`src/rtl/fetch_stage_ctrl.sv`:
```
// Fetch stage: owns the program counter and the IF/ID pipeline register, and applies
// stall/flush controls and PC redirects. Also keeps saturating stall and flush counters.
module fetch_stage_ctrl #(
  parameter logic [31:0] RESET_PC  = 32'h0000_0000,
  parameter int unsigned CNT_WIDTH = 16
) (
  input  logic                 Clk,
  input  logic                 Rst,
  input  logic                 PCWrite,
  input  logic                 DecodeRegWrite,
  input  logic                 flushControl,
  input  logic                 RedirectValid,
  input  logic [31:0]          RedirectTarget,
  input  logic [31:0]          InstrIn,
  output logic [31:0]          PCOut,
  output logic [31:0]          InstrID,
  output logic [31:0]          PCPlus4ID,
  output logic                 ValidID,
  output logic [CNT_WIDTH-1:0] StallCount,
  output logic [CNT_WIDTH-1:0] FlushCount
);

  logic [31:0]          r_pc;
  logic [31:0]          r_instr_id;
  logic [31:0]          r_pc_plus4_id;
  logic                 r_valid_id;
  logic [CNT_WIDTH-1:0] r_stall_cnt;
  logic [CNT_WIDTH-1:0] r_flush_cnt;

  logic [31:0]          w_pc_plus4;
  logic [31:0]          w_redirect_pc;
  logic                 w_flush_applied;
  logic                 w_stall_sat;
  logic                 w_flush_sat;

  assign w_pc_plus4      = r_pc + 32'd4;
  assign w_redirect_pc   = {RedirectTarget[31:2], 2'b00};
  assign w_flush_applied = flushControl && DecodeRegWrite;
  assign w_stall_sat     = &r_stall_cnt;
  assign w_flush_sat     = &r_flush_cnt;

  // A redirect presented while PCWrite=0 is dropped; the branch re-presents it later.
  always_ff @(posedge Clk) begin
    if (Rst) begin
      r_pc <= RESET_PC;
    end else if (PCWrite) begin
      r_pc <= RedirectValid ? w_redirect_pc : w_pc_plus4;
    end
  end

  // Hold takes priority over flush so a stalled decode instruction is never lost.
  always_ff @(posedge Clk) begin
    if (Rst) begin
      r_instr_id    <= '0;
      r_pc_plus4_id <= '0;
      r_valid_id    <= 1'b0;
    end else if (DecodeRegWrite) begin
      r_pc_plus4_id <= w_pc_plus4;
      if (flushControl) begin
        r_instr_id <= '0;
        r_valid_id <= 1'b0;
      end else begin
        r_instr_id <= InstrIn;
        r_valid_id <= 1'b1;
      end
    end
  end

  always_ff @(posedge Clk) begin
    if (Rst) begin
      r_stall_cnt <= '0;
      r_flush_cnt <= '0;
    end else begin
      if (!PCWrite && !w_stall_sat) begin
        r_stall_cnt <= r_stall_cnt + CNT_WIDTH'(1);
      end
      if (w_flush_applied && !w_flush_sat) begin
        r_flush_cnt <= r_flush_cnt + CNT_WIDTH'(1);
      end
    end
  end

  assign PCOut      = r_pc;
  assign InstrID    = r_instr_id;
  assign PCPlus4ID  = r_pc_plus4_id;
  assign ValidID    = r_valid_id;
  assign StallCount = r_stall_cnt;
  assign FlushCount = r_flush_cnt;

endmodule

```
`config.mk`:
```
export PLATFORM = sky130hd
export DESIGN_NAME = fetch_stage_ctrl
export DESIGN_NICKNAME = d
export VERILOG_FILES = /design/src/rtl/fetch_stage_ctrl.sv
export SDC_FILE = /design/constraint.sdc
export NUM_CORES = 1
export LEC_CHECK = 0
export CORE_UTILIZATION = 51
export DETAILED_ROUTE_END_ITERATION = 10
export GPL_ROUTABILITY_DRIVEN = 0
export PLACE_DENSITY = 0.95
export SYNTH_ARGS = -nofsm -noshare
export SYNTH_HDL_FRONTEND = slang
export SYNTH_SLANG_ARGS = --single-unit
```
`constraint.sdc`:
```
create_clock -name Clk -period 5.3 [get_ports Clk]
set_input_delay 1.325 -clock Clk [delete_from_list [all_inputs] [get_ports Clk]]
set_output_delay 1.325 -clock Clk [all_outputs]
set_load 0.005 [all_outputs]
```
== Word-level counts from Yosys, hierarchy flattened ==
Cells that the tools add are included.

* Multiplexer cells: 3
* Reduce and logical (&&, ||, !) cells: 8
* Add/subtract/negate cells: 3

{| class="wikitable"
|+ Operators with widths
! cell !! count
|-
| $mux W32 || 2
|-
| $add A16 B1 Y16 const B || 2
|-
| $add A32 B3 Y32 const B || 1
|-
| $reduce_and A16 Y1 || 2
|-
| $logic_and A1 B1 Y1 || 3
|-
| $logic_not A1 Y1 || 3
|-
| $mux W1 || 1
|}

* Input bits: 70
* Output and inout port bits: 129
* Bits in registers: 129

== Longest topological paths before layout ==
* Depth in word-level cells: 3
* Mapped depth: 6
* Depth with buffers taken out: 5

== Worst setup path after synthesis ==
No wires, ideal clock.

* Kind: input port to flip-flop
* From: input port flushControl
* To: register r_flush_cnt[13], in the netlist FlushCount[13]
* Cell stages on the path: 5
* Data required time: 5.179 ns
* Path slack: 2.720 ns
* Data arrival time: 2.459 ns
* Library setup time: 0.121 ns
* Path buffers: 1
* Path through: nand2_1 > or3_1 > clkbuf_1 > nor4b_1 > mux2_2

* Longest elaborated chain between the ends: 2

{| class="wikitable"
|+ Ends and longest elaborated chain
! item !! RTL line !! text
|-
| from (decl) || 11 || <nowiki>input logic flushControl,</nowiki>
|-
| $logic_and A1 B1 Y1 || 38 || <nowiki>assign w_flush_applied = flushControl && DecodeRegWrite;</nowiki>
|-
| $logic_and A1 B1 Y1 || 77 || <nowiki>if (w_flush_applied && !w_flush_sat) begin</nowiki>
|-
| to (signal assigned) || 78 || <nowiki>r_flush_cnt <= r_flush_cnt + CNT_WIDTH'(1);</nowiki>
|-
| to (decl) || 28 || <nowiki>logic [CNT_WIDTH-1:0] r_flush_cnt;</nowiki>
|}

No other way between the ends.
A chain may end at the register's enable or synchronous reset.

==> flow_results.xml <==
<?xml version="1.0" encoding="UTF-8"?>
<metrics>
  <group name="critical_path">
    <metric name="setup.worst_path.start_class" unit="">input port</metric>
    <metric name="worst-path-max-fanout" unit="">17</metric>
    <metric name="worstSetupEndpointType" unit="">flop</metric>
    <metric name="rr_endpoint" unit="">PCPlus4ID[29]$_SDFFE_PP0P_</metric>
    <metric name="worst-endpoint-arrival" unit="ns">3.54</metric>
    <metric name="criticalPathCategory" unit="">in2reg</metric>
    <metric name="worstPathRequired" unit="ns">5.64</metric>
    <metric name="r2r_setup_slack" unit="ns">2.69</metric>
    <metric name="crit_end" unit="">PCOut[31]$_SDFFE_PP0P_</metric>
    <metric name="timing.reg2reg.worst_path_depth" unit="">4</metric>
    <metric name="reg_to_reg_start" unit="">PCOut[6]$_SDFFE_PP0P_</metric>
    <metric name="crit_start" unit="">PCWrite</metric>
  </group>
  <group name="sta">
    <metric name="fin_worst_skew" unit="ns">0.0114</metric>
    <metric name="final_period_minus_worst_setup_slack" unit="ns">3.19</metric>
    <metric name="fin_setup_tns" unit="ns">0</metric>
    <metric name="timing_max_transition_violations_final" unit="">0</metric>
    <metric name="timing_worst_slew_pin_value" unit="ns">1.22</metric>
    <metric name="max_freq" unit="GHz">0.313</metric>
    <metric name="worst_case_hold_slack" unit="ns">0.474</metric>
    <metric name="rsz0062_at_grt" unit="">false</metric>
    <metric name="timing.final.setup_violations" unit="">0</metric>
    <metric name="final-hold-violation-count" unit="">0</metric>
    <metric name="worst_slack" unit="ns">2.11</metric>
    <metric name="final.period_utilization" unit="%">60.2</metric>
    <metric name="maxSlewHeadroom" unit="%">18.3</metric>
  </group>
  <group name="pwr">
    <metric name="p_leak" unit="nW">2.89</metric>
    <metric name="p_int" unit="W">0.00183</metric>
    <metric name="power.net_switching" unit="W">0.000603</metric>
    <metric name="vdd_drop_max" unit="mV">0.191</metric>
    <metric name="power-per-cell-area" unit="nW/µm²">278</metric>
    <metric name="power.clock.fraction" unit="%">46.3</metric>
    <metric name="power_frac_comb" unit="%">11.6</metric>
    <metric name="p_sw_share" unit="%">24.7</metric>
    <metric name="power.sequential.fraction" unit="%">42.1</metric>
  </group>
  <group name="yosys">
    <metric name="synth.ff_latch_count" unit="">125</metric>
    <metric name="syn_area_per_cell" unit="µm²">8.18</metric>
    <metric name="synth.area.top_cells" unit="">sky130_fd_sc_hd__dfxtp_1 40%, sky130_fd_sc_hd__nor2_1 5.3%, sky130_fd_sc_hd__a21oi_1 5.2%</metric>
    <metric name="synth_cell_type_count" unit="">58</metric>
    <metric name="synth_top_area_share" unit="%">39.7</metric>
    <metric name="synth.most_common_cell" unit="">sky130_fd_sc_hd__dfxtp_1</metric>
    <metric name="synth_common_cells" unit="">125 x sky130_fd_sc_hd__dfxtp_1, 89 x sky130_fd_sc_hd__nor2_1, 65 x sky130_fd_sc_hd__a21oi_1</metric>
    <metric name="edff_count_synth" unit="">0</metric>
    <metric name="cell_count_after_synthesis" unit="">770</metric>
    <metric name="ys_dominant_reg_cell" unit="">sky130_fd_sc_hd__dfxtp_1</metric>
    <metric name="mappedNetlistArea" unit="µm²">6300</metric>
    <metric name="async_flop_share" unit="%">0</metric>
    <metric name="ys_warn_count" unit="">0</metric>
    <metric name="ys_seq_area_share" unit="%">39.7</metric>
    <metric name="post-synth-top-area-cell" unit="">sky130_fd_sc_hd__dfxtp_1</metric>
  </group>
  <group name="final_layout">
    <metric name="syn_to_final_growth" unit="%">38.9</metric>
    <metric name="final_layout_size_suffix_gt1_share" unit="%">6.40</metric>
    <metric name="layout.core_utilization" unit="%">72.8</metric>
    <metric name="antenna-diode-count" unit="">0</metric>
    <metric name="num-nets-final" unit="">998</metric>
  </group>
  <group name="detailed_routing">
    <metric name="drt_iter0_drc" unit="">706</metric>
    <metric name="totalWireLength" unit="mm">18.0</metric>
    <metric name="detailroute.via_count" unit="">6581</metric>
    <metric name="drt-wirelength-per-cell" unit="µm">16.6</metric>
    <metric name="viasPerCell" unit="">6.07</metric>
    <metric name="detail_route.drc_violations" unit="">0</metric>
    <metric name="number_of_nets_with_antenna_violations_after_routing" unit="">0</metric>
    <metric name="detail_route.first_pass.iterations" unit="">7</metric>
  </group>
  <group name="die">
    <metric name="design.die.area" unit="µm²">12800</metric>
    <metric name="core_area" unit="µm²">12000</metric>
    <metric name="std_cell_rows" unit="">40</metric>
    <metric name="die-width" unit="µm">113</metric>
    <metric name="initial_utilization" unit="%">52.4</metric>
    <metric name="top_level_ports" unit="">199</metric>
    <metric name="dieHeight" unit="µm">113</metric>
  </group>
  <group name="clocking">
    <metric name="tritoncts_num_sinks" unit="">125</metric>
    <metric name="clock_tree.root_cell" unit="">sky130_fd_sc_hd__clkbuf_16</metric>
    <metric name="path_clk_slew" unit="ns">0.06</metric>
    <metric name="cts_tree" unit="">built</metric>
    <metric name="number_of_hold_repair_buffers_added_at_the_cts_stage" unit="">0</metric>
    <metric name="clk_path_buf_depth" unit="">2</metric>
    <metric name="clk_latency" unit="ns">0.42</metric>
    <metric name="ctsResizeCount" unit="">0</metric>
    <metric name="cts_setup_buffers" unit="">0</metric>
    <metric name="htree_levels" unit="">4</metric>
    <metric name="cts_inserted_buffers" unit="">17</metric>
  </group>
  <group name="global_route">
    <metric name="number_of_global_route_vias_before_repair" unit="">5753</metric>
    <metric name="initial_antenna_violation_count" unit="">0</metric>
    <metric name="grt_pass1_wl" unit="mm">28.7</metric>
    <metric name="total_routing_usage_reported_by_global_routing" unit="%">27.8</metric>
    <metric name="grt_max_degree" unit="">95</metric>
    <metric name="overflow" unit="">0</metric>
  </group>
  <group name="placed_design">
    <metric name="place_worst_setup_slack" unit="ns">1.70</metric>
    <metric name="placement.io_buffers" unit="">192</metric>
    <metric name="place_hpwl" unit="mm">12.0</metric>
  </group>
  <group name="run">
    <metric name="timing.max_cap.violations" unit="">0</metric>
  </group>
  <group name="run_status">
    <metric name="outcome" unit="">completed</metric>
  </group>
  <group name="worst_hold_path">
    <metric name="min_path_type" unit="">reg2reg</metric>
  </group>
</metrics>
-- kinds of logic (layout without fill, tap and decap cells) --
family,Yosys count,count (layout),synth area share (%)
AND/OR/NAND/NOR,325,325,28.6
multiplexers,15,15,2.58
adder cells (fa/ha/maj),3,3,0.596
XOR/XNOR,11,11,1.53
other,1,4,0.0595
buffers and inverters,81,246,5.52
flip-flops,125,125,39.7
AO/OA/AOI/OAI,209,209,21.4
-- flip-flops by register name, indices dropped and copies added, names as in the netlist --
| register | count |
|---|---|
| FlushCount | 16 |
| InstrID | 32 |
| PCOut | 30 |
| PCPlus4ID | 30 |
| StallCount | 16 |
| ValidID | 1 |
-- power groups by stage --
stage / sequential [W] / combinational, W / clock [W]
6_report: 0.00103 / 0.000282 / 0.00113
5_1_grt: 0.00103 / 0.000306 / 0.00118
4_1_cts: 0.00102 / 0.000282 / 0.00113
3_5_place_dp: 0.00104 / 0.000279 / 0
3_3_place_gp: 0.00104 / 0.000273 / 0
2_1_floorplan: 0.00103 / 0.000132 / 0
-- cells in the final DEF, fill, tap and decap left out, drive strengths merged, types with 14 or more instances in the layout --
master,n
a31oi,14
dfxtp,125
nor2b,52
clkbuf,19
clkdlybuf4s50,189
inv,15
a21oi,65
or3,24
nand3,22
nand4,18
o31ai,16
nand2,36
or4,27
o21ai,42
nor2,89
a311oi,17
nor4,17
-- through the flow --
stage / instance area [µm²] / power (W) / std cells
floorplan: 6310 / 0.00116 / 773
global placement: 8170 / 0.00132 / 1053
detailed placement: 8170 / 0.00132 / 1053
CTS: 8750 / 0.00244 / 1085
global route: 8750 / 0.00252 / 1085
finish: 8750 / 0.00244 / 1085
-- worst min-delay path by stage --
stage               cells after the start                        end                 startpoint  slack (ns)
floorplan                               2   InstrID[30]$_SDFFE_PP0P_   InstrID[30]$_SDFFE_PP0P_        0.46
global placement                        2   InstrID[30]$_SDFFE_PP0P_   InstrID[30]$_SDFFE_PP0P_        0.46
detailed placement                      2  PCPlus4ID[8]$_SDFFE_PP0P_  PCPlus4ID[8]$_SDFFE_PP0P_        0.47
CTS                                     2  PCPlus4ID[8]$_SDFFE_PP0P_  PCPlus4ID[8]$_SDFFE_PP0P_        0.48
global route                            2  PCPlus4ID[9]$_SDFFE_PP0P_  PCPlus4ID[9]$_SDFFE_PP0P_        0.50
finish                                  2  PCPlus4ID[8]$_SDFFE_PP0P_  PCPlus4ID[8]$_SDFFE_PP0P_        0.47
-- area by class of cell --
cell class	instances	area (µm²)
multi-input combinational	567	3460
sequential	125	2500
clock buffer	19	433
fill	887	3260
timing repair buffer	199	1960
tap	147	184
clock inverter	13	145
inverter	15	56.3
-- worst max-delay path, cell delays in order --
cell and delay [ns]:
sky130_fd_sc_hd__clkdlybuf4s50_1 0.86, sky130_fd_sc_hd__buf_4 0.34, sky130_fd_sc_hd__nand2b_1 0.26, sky130_fd_sc_hd__or4_1 0.56, sky130_fd_sc_hd__a31oi_1 0.18
-- layer usage --
| layer | vias up | GRT usage, % | share of wire [%] |
|---|---|---|---|
| met3 | 43 | 5.09 | 7.4 |
| met5 | - | 0 | 0 |
| met1 | 3094 | 35.7 | 42 |
| met4 | 0 | 11.2 | 2.5 |
| met2 | 290 | 46.2 | 48 |
| li1 | 3154 | - | - |
Power figures use the tool's default switching activity.
